### src/rtl/pll_supervisor.sv
// pll_supervisor: iCE40 PLL start-up/lock supervisor with timed reset, lock timeout, bounded retries and lock-loss recovery.
//   clk, rst_n        : 12 MHz clock, async active-low reset
//   pll_locked        : raw PLL lock (asynchronous)
//   restart           : single-cycle request to re-sequence from scratch
//   pll_resetb        : PLL RESETB (active-low)
//   sys_rst_n, ready  : downstream reset release / RUN indicator
//   fault             : lock never achieved within the retry budget
//   retry_count       : retries used in the current sequence
//   lock_loss_count   : saturating count of lock losses seen in RUN
module pll_supervisor #(
    parameter int PLL_RST_CYCLES = 12,
    parameter int LOCK_TIMEOUT   = 1200000,
    parameter int LOCK_STABLE    = 12000,
    parameter int MAX_RETRIES    = 3
) (
    input  logic       clk,
    input  logic       rst_n,
    input  logic       pll_locked,
    input  logic       restart,
    output logic       pll_resetb,
    output logic       sys_rst_n,
    output logic       ready,
    output logic       fault,
    output logic [1:0] retry_count,
    output logic [7:0] lock_loss_count
);
    localparam int TMAX = (LOCK_TIMEOUT > PLL_RST_CYCLES)
                        ? ((LOCK_TIMEOUT > LOCK_STABLE) ? LOCK_TIMEOUT : LOCK_STABLE)
                        : ((PLL_RST_CYCLES > LOCK_STABLE) ? PLL_RST_CYCLES : LOCK_STABLE);
    localparam int TW = $clog2(TMAX + 1);

    typedef enum logic [2:0] {RESET_PLL, WAIT_LOCK, STABLE, RUN, FAULT} state_t;

    state_t          state_q, state_d;
    logic [TW-1:0]   timer_q, timer_d;
    logic            sync1_q, lock_s_q;
    logic [1:0]      retry_q, retry_d;
    logic [7:0]      llc_q, llc_d;
    logic            pll_resetb_q, pll_resetb_d;
    logic            sys_rst_n_q, sys_rst_n_d;
    logic            ready_q, ready_d;
    logic            fault_q, fault_d;

    always_comb begin
        state_d = state_q;
        retry_d = retry_q;
        llc_d   = llc_q;
        unique case (state_q)
            RESET_PLL: state_d = (timer_q == TW'(PLL_RST_CYCLES - 1)) ? WAIT_LOCK : RESET_PLL;
            WAIT_LOCK: begin
                if (lock_s_q)
                    state_d = STABLE;
                else if (timer_q == TW'(LOCK_TIMEOUT - 1)) begin
                    state_d = (retry_q == 2'(MAX_RETRIES)) ? FAULT : RESET_PLL;
                    retry_d = (retry_q == 2'(MAX_RETRIES)) ? retry_q : retry_q + 2'd1;
                end
            end
            STABLE: state_d = !lock_s_q ? WAIT_LOCK
                            : (timer_q == TW'(LOCK_STABLE - 1)) ? RUN : STABLE;
            RUN: begin
                if (!lock_s_q) begin
                    state_d = RESET_PLL;
                    retry_d = 2'd0;
                    llc_d   = (llc_q == 8'hff) ? llc_q : llc_q + 8'd1;
                end
            end
            default: state_d = FAULT;
        endcase
        // restart overrides the transition but not the lock-loss count
        if (restart) begin
            state_d = RESET_PLL;
            retry_d = 2'd0;
        end
        // timer restarts on every state entry, including a restart into RESET_PLL
        timer_d      = (state_d != state_q || restart) ? '0 : timer_q + 1'b1;
        pll_resetb_d = !(state_d == RESET_PLL || state_d == FAULT);
        sys_rst_n_d  = state_d == RUN;
        ready_d      = state_d == RUN;
        fault_d      = state_d == FAULT;
    end

    always_ff @(posedge clk or negedge rst_n) begin
        if (!rst_n) begin
            state_q      <= RESET_PLL;
            timer_q      <= '0;
            sync1_q      <= 1'b0;
            lock_s_q     <= 1'b0;
            retry_q      <= 2'd0;
            llc_q        <= 8'd0;
            pll_resetb_q <= 1'b0;
            sys_rst_n_q  <= 1'b0;
            ready_q      <= 1'b0;
            fault_q      <= 1'b0;
        end else begin
            state_q      <= state_d;
            timer_q      <= timer_d;
            sync1_q      <= pll_locked;
            lock_s_q     <= sync1_q;
            retry_q      <= retry_d;
            llc_q        <= llc_d;
            pll_resetb_q <= pll_resetb_d;
            sys_rst_n_q  <= sys_rst_n_d;
            ready_q      <= ready_d;
            fault_q      <= fault_d;
        end
    end

    assign pll_resetb      = pll_resetb_q;
    assign sys_rst_n       = sys_rst_n_q;
    assign ready           = ready_q;
    assign fault           = fault_q;
    assign retry_count     = retry_q;
    assign lock_loss_count = llc_q;
endmodule

### config.mk
export PLATFORM = sky130hd
export DESIGN_NAME = pll_supervisor
export DESIGN_NICKNAME = d
export VERILOG_FILES = /design/src/rtl/pll_supervisor.sv
export SDC_FILE = /design/constraint.sdc
export NUM_CORES = 1
export LEC_CHECK = 0
export BUFFER_PORTS_ARGS = -buffer_cell sky130_fd_sc_hd__buf_4
export CAP_MARGIN = 20
export CORE_ASPECT_RATIO = 1.1
export CORE_MARGIN = 2
export CORE_UTILIZATION = 50
export CTS_CLUSTER_SIZE = 25
export DETAILED_ROUTE_END_ITERATION = 10
export PLACE_DENSITY = 0.68
export SKIP_CTS_REPAIR_TIMING = 1
export SYNTH_ARGS = -nofsm -noshare
export SYNTH_HDL_FRONTEND = slang
export SYNTH_SLANG_ARGS = --single-unit
### constraint.sdc
create_clock -name clk -period 2.8 [get_ports clk]
set_input_delay 0.14 -clock clk [delete_from_list [all_inputs] [get_ports clk]]
set_output_delay 0.14 -clock clk [all_outputs]
set_load 0.01 [all_outputs]
# == Word level (Yosys, flattened, before mapping) ==
# Cells that the tools add are included.
# word_totals
romBits,0
memories,0
out_inout_bits,14
inputBits,4
latchBits,0
ramBits,0
ff_bits,39
# op_classes
n_addsub,3
n_mux,16
multipliers,0
n_lt_le_gt_ge,0
n_reduce_logical,8
n_eq_ne,15
n_div,0
n_bitwise,2
n_shift,0
# op_table
operator,n
$add 21x1->21 const B,1
$eq 21x14->1 const B,1
$eq 21x21->1 const B,1
$eq 21x4->1 const B,1
$mux 21,1
$mux 3,5
$mux 2,6
$ne 3x3->1 const B,4
$pmux 3 s4,1
$eq 3x2->1 const B,3
$add 8x1->8 const B,1
$eq 8x8->1 const B,1
$logic_not 3->1,2
$reduce_and 5->1,1
$pmux 2 s2,1
$eq 3x1->1 const B,1
$eq 3x3->1 const B,1
$ne 3x3->1,1
$reduce_and 3->1,1
$reduce_bool 3->1,1
$add 2x1->2 const B,1
$eq 2x2->1 const B,1
$logic_or 1x1->1,2
$mux 1,2
2 further kinds,3

# == Logic depth before layout (Yosys ltp) ==
# Gate-level depths: netlist of the first run.
# logic_depth
word_depth,9
depth_mapped,7
mapped_depth_nobuf,6

# == Worst setup path after synthesis of the first run ==
# No wires, ideal clock.
# synth_timing
kind,register -> register
start,register timer_q[0]
end,register timer_q[19]
slack_ns,0.755
required_time_ns,2.704
path_stages_with_launch,8
path_buffers,1
arrival_ns,1.949
setup_ns,0.096
cell_sequence,dfrtp_1 -> ha_1 -> nor4b_2 -> nand4_2 -> o41ai_4 -> a211oi_2 -> buf_6 -> o31ai_1
# synth_between
elab_chain_len,8
word_cells_on_any_way,14
cone_classes,add/sub: 1; eq/ne: 4; mux: 8; reduce/logical: 1
# synth_rtl
item,line,source
"start, declared",35,"logic [TW-1:0] timer_q, timer_d;"
"start signal, assigned",96,timer_q <= timer_d;
$eq 21x14->1 / $eq 21x21->1 (equally long branches),"59, 53",
$mux 1 / $mux 3 (equally long branches),"59, 53",
$mux 2 / $mux 3 (equally long branches),"58, 51",
$pmux 3 s4,48,unique case (state_q)
$mux 3,70,if (restart) begin
$ne 3x3->1,75,timer_d = (state_d != state_q || restart) ? '0 : timer_q + 1'b1;
$logic_or 1x1->1,75,
$mux 21 *,75,
named net timer_d[19],35,
# The timed path passes the listed nets; every way through them passes the cells marked *.
# A chain may end at the register's enable or synchronous reset.

# == Final worst setup path of the first run ==
# layout_timing
start,register timer_q[0]
end,register timer_q[1]
# Same word-level chain as after synthesis.

==> out/metrics.cfg, run 1 <==
[synth]
seq_area_frac_synth_pct=39.7
syn-mean-instance-area_um2=9.27
yosysWarnings=0
synth.area.top_cells=dfrtp_1 (40%), o211ai_1 (5.2%), mux2i_1 (4.5%), nand2_1 (4.0%), xnor2_1 (3.6%)
synth_cell_type_count=47
ys_ff_latch=39
netlist_area_um2=2460
syn_inst=265
synth_top_cell_area_share_pct=39.7
yosysTopAreaCell=dfrtp_1
syn_nets=272
synth_edf_count=0
async_flop_share_pct=100
ys.flop_type=dfrtp_1

[route]
routed_wl_um=5560
first_iter_violations=149
vias=2055
drc=0
vias_per_cell=6.12
wl_per_cell_um=16.5
first_pass_iters=5
ant_nets=0

[finish]
syn_to_final_growth_pct=12.4
fin_nets=286
utilization_pct=58.9
layout-drive-gt1-share_pct=16.4
final_cell_mix=dfrtp_1 (39), nand2_1 (26), buf_4 (24), o211ai_1 (17), nor2_1 (16)
final_common_cell=dfrtp_1
diodes=0
instances_no_fill=336

[worst_setup_path]
crit_path_start_kind=register
slowest_stage=dfrtp_1
crit_type=register to register
required_ns=3.01
cp_data_arrival_time_ns=2.62
crit_fanout=9
slowest_delay_ns=0.43
crit_chain=ha_1 -> inv_1 -> nor4b_2 -> a21oi_1 -> a211oi_4 -> buf_4 -> mux2i_1
endpoint_kind=register
crit_family=compound AO/OA/AOI/OAI gates
reg2reg_slack_ns=0.39
crit_buf_inv=2

[floorplanning]
design.core.area_um2=4680
initial_core_util_pct=52.5
io_pins=18
num_rows=26
die_h_um=77.5
die_width_um=70.8
fp.dieArea_um2=5490

[clock_network]
cts.sinks=39
cts_tree=done
path_clk_slew_ns=0.08
clkLatencyLatePin_ns=0.29
clock_path_buffers=2
cts_max_level=2
cts_root_buf=clkbuf_8
cts_buffers=5

[timing]
setup_tns_ns=0
max_freq_mhz=415
clock-skew-final_ns=0.00230
max_slew_margin_pct=46.6
setup-violations-final=0
hold_viol_final=0
whs_ns=0.110
period_minus_slack_ns=2.41
post-route-period-util_pct=86.2
worstMarginPinSlew_ns=0.794
rsz0062_at_grt=no
slew_viol_final=0
worst_slack_ns=0.388

[place]
place_ws_ns=0.425
dp_cells=326
place_hpwl_um=3850
port_buffers=17
gp_congestion=0.961

[run]
max_cap_violations=0

[global_routing]
grt_pass1_wl_um=9450
antenna_found_initial=0
grtUsageTotal_pct=21.4
grt_max_degree=40
grt_overflow=0
grt_pass1_vias=1999

[power_and_ir_drop]
power_leakage_nw=1.25
power_density_nw_per_um2=401
vdd_drop_max_mv=0.303

[min_path]
hp-class=input port to register

[status]
outcome=finished, final reports clean

[synth_stat cells, types with 4 or more instances]
library cell / instances
and3_1: 4
buf_2: 4
clkbuf_1: 12
dfrtp_1: 39
inv_1: 10
mux2i_1: 11
nand2_1: 26
nand3_1: 14
nand4_1: 8
nor2_1: 16
nor3_1: 7
nor4_1: 10
o211ai_1: 17
o21ai_0: 12
o31ai_1: 6
xnor2_1: 10
xor2_1: 10
[final cells by class]
cell class,instances,area (um^2)
well taps,56,70.1
clock buffers,6,82.6
flip-flops and latches,39,976
clock inverters,2,35.0
repair buffers,26,200
multi-input cells,197,1360
fillers,428,1920
inverters,10,37.5
[registers in the layout, summed over array words and instances, names as in the netlist]
signal	cells
retry_count	2
pll_resetb	1
state_q	3
timer_q	21
fault	1
ready	1
lock_s_q	1
lock_loss_count	8
sync1_q	1
[layer usage]
metal  vias to the layer above  part of all wire (%)  track usage (%)
met5                         -                     0                0
met4                         0                  0.85             6.60
met3                         5                   3.3             3.25
met2                        46                    49             36.3
met1                       999                    47             28.0
li1                       1005                     -                -
[through the flow]
| stage | area [um^2] | power, mW |
|---|---|---|
| floorplan | 2460 | 0.610 |
| global placement | 2620 | 0.632 |
| detailed placement | 2620 | 0.632 |
| CTS | 2740 | 1.12 |
| global route | 2760 | 1.15 |
| finish | 2760 | 1.11 |
[path summary, 6_finish.rpt]
kind | from | endpoint | cells after the start
worst max-delay path | timer_q[0] | timer_q[1] | 7
worst min-delay path | restart | retry_count[0] | 2
worst max register to register | timer_q[0] | timer_q[1] | 7
worst min register to register | sync1_q | lock_s_q | 0
max in group asynchronous | rst_n | state_q[1] | 2
min in group asynchronous | rst_n | timer_q[17] | 2
[kinds of logic after synthesis]
| group | share of synthesized area (%) |
|---|---|
| XOR/XNOR | 7.13 |
| flip-flops | 39.7 |
| adder cells (fa/ha/maj) | 1.53 |
| AO/OA/AOI/OAI | 15.6 |
| AND/OR/NAND/NOR | 26.3 |
| buffers and inverters | 5.24 |
| multiplexers | 4.48 |
[report_power, final]
part	total [mW]	internal, mW	switching [mW]
Combinational	0.0470	0.0168	0.0302
Sequential	0.575	0.568	0.00700
Clock	0.486	0.288	0.198
Power figures use the tool's default switching activity.
==> run 2, diff against run 1 <==
--- a/config.mk
+++ b/config.mk
@@ -13,6 +13,7 @@
 export CTS_CLUSTER_SIZE = 25
 export DETAILED_ROUTE_END_ITERATION = 10
 export PLACE_DENSITY = 0.68
+export RECOVER_POWER = 50
 export SKIP_CTS_REPAIR_TIMING = 1
 export SYNTH_ARGS = -nofsm -noshare
 export SYNTH_HDL_FRONTEND = slang
==> out/metrics.cfg, run 2 (synthesized netlist as in run 1, its figures left out) <==
[worst_setup_path]
crit_type=register to register
crit_fanout=9
cp_data_arrival_time_ns=2.62
required_ns=3.01
crit_path_start_kind=register
endpoint_kind=register

[finish]
multi_input_area_um2=1360
layout-drive-gt1-share_pct=14.3
fin_nets=286
fin_area_um2=2740
final.fill_count=433
utilization_pct=58.5
diodes=0
regArea_um2=976
final_cell_mix=dfrtp_1 (39), nand2_1 (26), o211ai_1 (17), buf_4 (17), nor2_1 (16)
largest_register=timer_q
syn_to_final_growth_pct=11.5
final_common_cell=dfrtp_1
largest_reg_flops=21

[timing]
worst_slack_ns=0.387
period_minus_slack_ns=2.41
rsz0062_at_grt=no
clock-skew-final_ns=0.00294
slew_viol_final=40
setup_tns_ns=0
hold_viol_final=0
max_slew_margin_pct=-38.0
max_freq_mhz=414
worstMarginPinSlew_ns=2.07
post-route-period-util_pct=86.2
setup-violations-final=0

[place]
port_buffers=17
gp_congestion=0.961
place_hpwl_um=3850
place_ws_ns=0.425
placed_cell_area_um2=2620

[clock_network]
path_clk_slew_ns=0.08
cts_root_buf=clkbuf_8
clock_path_buffers=2
cts.sinks=39
cts_max_level=2
clkLatencyLatePin_ns=0.29
cts_buffers=5
cts_tree=done

[global_routing]
grt_pass1_vias=1999
grt_overflow=0
grtUsageTotal_pct=21.4
grt_max_degree=40
grt_pass1_wl_um=9450
antenna_found_initial=0

[power_and_ir_drop]
p_total_mw=1.11
vdd_drop_max_mv=0.302
power_density_nw_per_um2=404
power_leakage_nw=1.22

[status]
outcome=finished with violations
violations=capacitance limit, slew limit

[floorplanning]
io_pins=18
num_rows=26
initial_core_util_pct=52.5
die_h_um=77.5
design.core.area_um2=4680
fp.dieArea_um2=5490
die_width_um=70.8

[route]
wl_per_cell_um=16.5
drc=0
routed_wl_um=5540
first_iter_violations=111
vias_per_cell=6.13
ant_nets=0
vias=2060
first_pass_iters=4

[run]
max_cap_violations=1

[min_path]
hp-class=input port to register

run 2: changes by cell type in the layout (fill, tap and decap cells not counted):
cell,before,now
buf_4,24,17
clkbuf_4,0,1
clkbuf_1,0,6
run 2: final cells by class:
cell class / count / share of cell area (%)
flip-flops and latches: 39 / 35.6
inverters: 10 / 1.37
clock inverters: 2 / 1.28
repair buffers: 26 / 6.49
clock buffers: 6 / 3.02
multi-input cells: 197 / 49.7
well taps: 56 / 2.56
run 2: through the flow:
stage / hold slack, ns / std cells
global route: 0.104 / 336
floorplan: -0.156 / 265
CTS: -0.170 / 334
finish: 0.105 / 336
detailed placement: 0.145 / 326
global placement: 0.147 / 326
run 2: worst paths after layout:
check	startpoint	endpoint	slack, ns	cells after the start
worst max-delay path	timer_q[0]	timer_q[1]	0.39	7
worst min-delay path	restart	retry_count[0]	0.11	2
worst max register to register	timer_q[0]	timer_q[1]	0.39	7
worst min register to register	sync1_q	lock_s_q	0.35	0
max in group asynchronous	rst_n	pll_resetb	0.64	2
min in group asynchronous	rst_n	timer_q[17]	0.99	2
run 2: critical path, cell delays in order, from the launching register on:
cell      delay [ns]
dfrtp_1         0.43
ha_1            0.27
inv_1           0.12
nor4b_2         0.42
a21oi_1         0.18
a211oi_4        0.42
buf_4           0.28
mux2i_1         0.20
run 2: power breakdown:
part | total [mW] | switching, mW | internal (mW)
Sequential | 0.575 | 0.00709 | 0.568
Clock | 0.486 | 0.198 | 0.288
Combinational | 0.0462 | 0.0301 | 0.0161
run 2: metal layers:
metal  vias to the layer above  GRT usage, %  wire length (um)
met5                         -             0                 0
met4                         0          6.60                47
met3                         5          3.25               184
met2                        50          36.3              2730
met1                      1004          28.0              2580
li1                       1001             -                 -
==> run 3, diff against run 2 <==
--- a/config.mk
+++ b/config.mk
@@ -5,9 +5,9 @@
 export SDC_FILE = /design/constraint.sdc
 export NUM_CORES = 1
 export LEC_CHECK = 0
+export ABC_CLOCK_PERIOD_IN_PS = 2800
 export BUFFER_PORTS_ARGS = -buffer_cell sky130_fd_sc_hd__buf_4
 export CAP_MARGIN = 20
-export CORE_ASPECT_RATIO = 1.1
 export CORE_MARGIN = 2
 export CORE_UTILIZATION = 50
 export CTS_CLUSTER_SIZE = 25
==> out/metrics.cfg, run 3 (synthesized netlist as in run 1, its figures left out) <==
[timing]
slew_viol_final=40
post-route-period-util_pct=82.0
worstMarginPinSlew_ns=2.09
max_freq_mhz=436
setup_tns_ns=0
max_slew_margin_pct=-39.6
clock-skew-final_ns=0.00551
whs_ns=0.0938
worst_slack_ns=0.505
period_minus_slack_ns=2.30
hold_viol_final=0
setup-violations-final=0
rsz0062_at_grt=no

[clock_network]
path_clk_slew_ns=0.08
cts_max_level=2
cts_root_buf=clkbuf_8
clock_path_buffers=2
clkLatencyLatePin_ns=0.30
cts.sinks=39
cts_tree=done
cts_buffers=5

[finish]
final_cell_mix=dfrtp_1 (39), nand2_1 (26), o211ai_1 (17), buf_4 (17), nor2_1 (16)
regArea_um2=976
instances_no_fill=347
fin_area_um2=2720
fin_nets=286
multi_input_area_um2=1360
layout-drive-gt1-share_pct=13.9
syn_to_final_growth_pct=10.7
largest_reg_flops=21
final.fill_count=427
utilization_pct=57.6
diodes=0
largest_register=timer_q
final_common_cell=dfrtp_1

[power_and_ir_drop]
p_int_uw=758
comb_power_share_pct=4.6
p_sw_share_pct=24.0
pwr-share-clk_pct=37.8
p_sw_uw=240
p_total_uw=998
vdd_drop_max_mv=0.214
power_leakage_nw=1.20
seqPwrFrac_pct=57.6
power_density_nw_per_um2=367

[worst_setup_path]
crit_path_start_kind=register
reg2reg_slack_ns=0.50
endpoint_kind=register
slowest_delay_ns=0.46
cp_data_arrival_time_ns=2.49
crit_type=register to register
crit_chain=ha_1 -> nor4b_2 -> nand4_2 -> o41ai_4 -> a211oi_4 -> buf_4 -> o31ai_1
slowest_stage=o41ai_4
required_ns=3.00
crit_fanout=12

[route]
vias=2057
routed_wl_um=5450
wl_per_cell_um=15.7
drc=0
first_iter_violations=165
vias_per_cell=5.93
ant_nets=0
first_pass_iters=4

[floorplanning]
die_width_um=74.1
io_pins=18
fp.dieArea_um2=5490
design.core.area_um2=4720
initial_core_util_pct=52.0
die_h_um=74.1
num_rows=25

[place]
place_hpwl_um=3850
gp_congestion=0.922
dp_cells=337
port_buffers=17
place_ws_ns=0.506
placed_cell_area_um2=2640

[global_routing]
antenna_found_initial=0
grt_pass1_vias=1967
grtUsageTotal_pct=22.3
grt_max_degree=40
grt_pass1_wl_um=9440
grt_overflow=0

[status]
outcome=finished with violations
violations=capacitance limit, slew limit

[min_path]
hp-class=input port to register

[run]
max_cap_violations=1

run 3: changes by cell type in the layout (fill, tap and decap cells not counted):
cell / before / now
bufinv_16: 1 / 0
clkbuf_8: 6 / 5
clkbuf_1: 6 / 7
clkinvlp_4: 0 / 1
run 3: metal layers:
metal | vias up | share of wire, % | global-route usage [%]
met5 | - | 0 | 0
met4 | 0 | 1.4 | 6.67
met3 | 7 | 3.8 | 4.47
met2 | 46 | 48 | 36.3
met1 | 1011 | 46 | 30.2
li1 | 993 | - | -
run 3: cell type report:
| type | instances | share of cell area, % |
|---|---|---|
| clock buffers | 6 | 2.67 |
| clock inverters | 2 | 0.460 |
| inverters | 10 | 1.38 |
| multi-input cells | 197 | 50.0 |
| flip-flops and latches | 39 | 35.9 |
| well taps | 67 | 3.08 |
| repair buffers | 26 | 6.53 |
run 3: worst max-delay path: cells and delay by family, from the launching register on:
kind	cells	cell delay, ns
DFF	1	0.42
adders and majority gates	1	0.28
buffers and inverters	1	0.21
and+or+nand+nor	2	0.45
AOI/OAI and AO/OA	3	0.83
run 3: path summary, 6_finish.rpt:
path                            start             end  cells past startpoint
setup / recovery           timer_q[0]     timer_q[18]                      7
hold / removal                restart  retry_count[0]                      2
setup reg to reg           timer_q[0]     timer_q[18]                      7
hold reg to reg               sync1_q        lock_s_q                      0
max in group asynchronous       rst_n           ready                      2
min in group asynchronous       rst_n     timer_q[15]                      2
run 3: power groups by stage:
stage               combinational (mW)  clock [mW]  sequential [mW]
floorplan                       0.0268           0            0.583
global placement                0.0462           0            0.585
detailed placement              0.0462           0            0.586
CTS                             0.0462       0.388            0.575
global route                    0.0540       0.414            0.576
finish                          0.0460       0.377            0.575
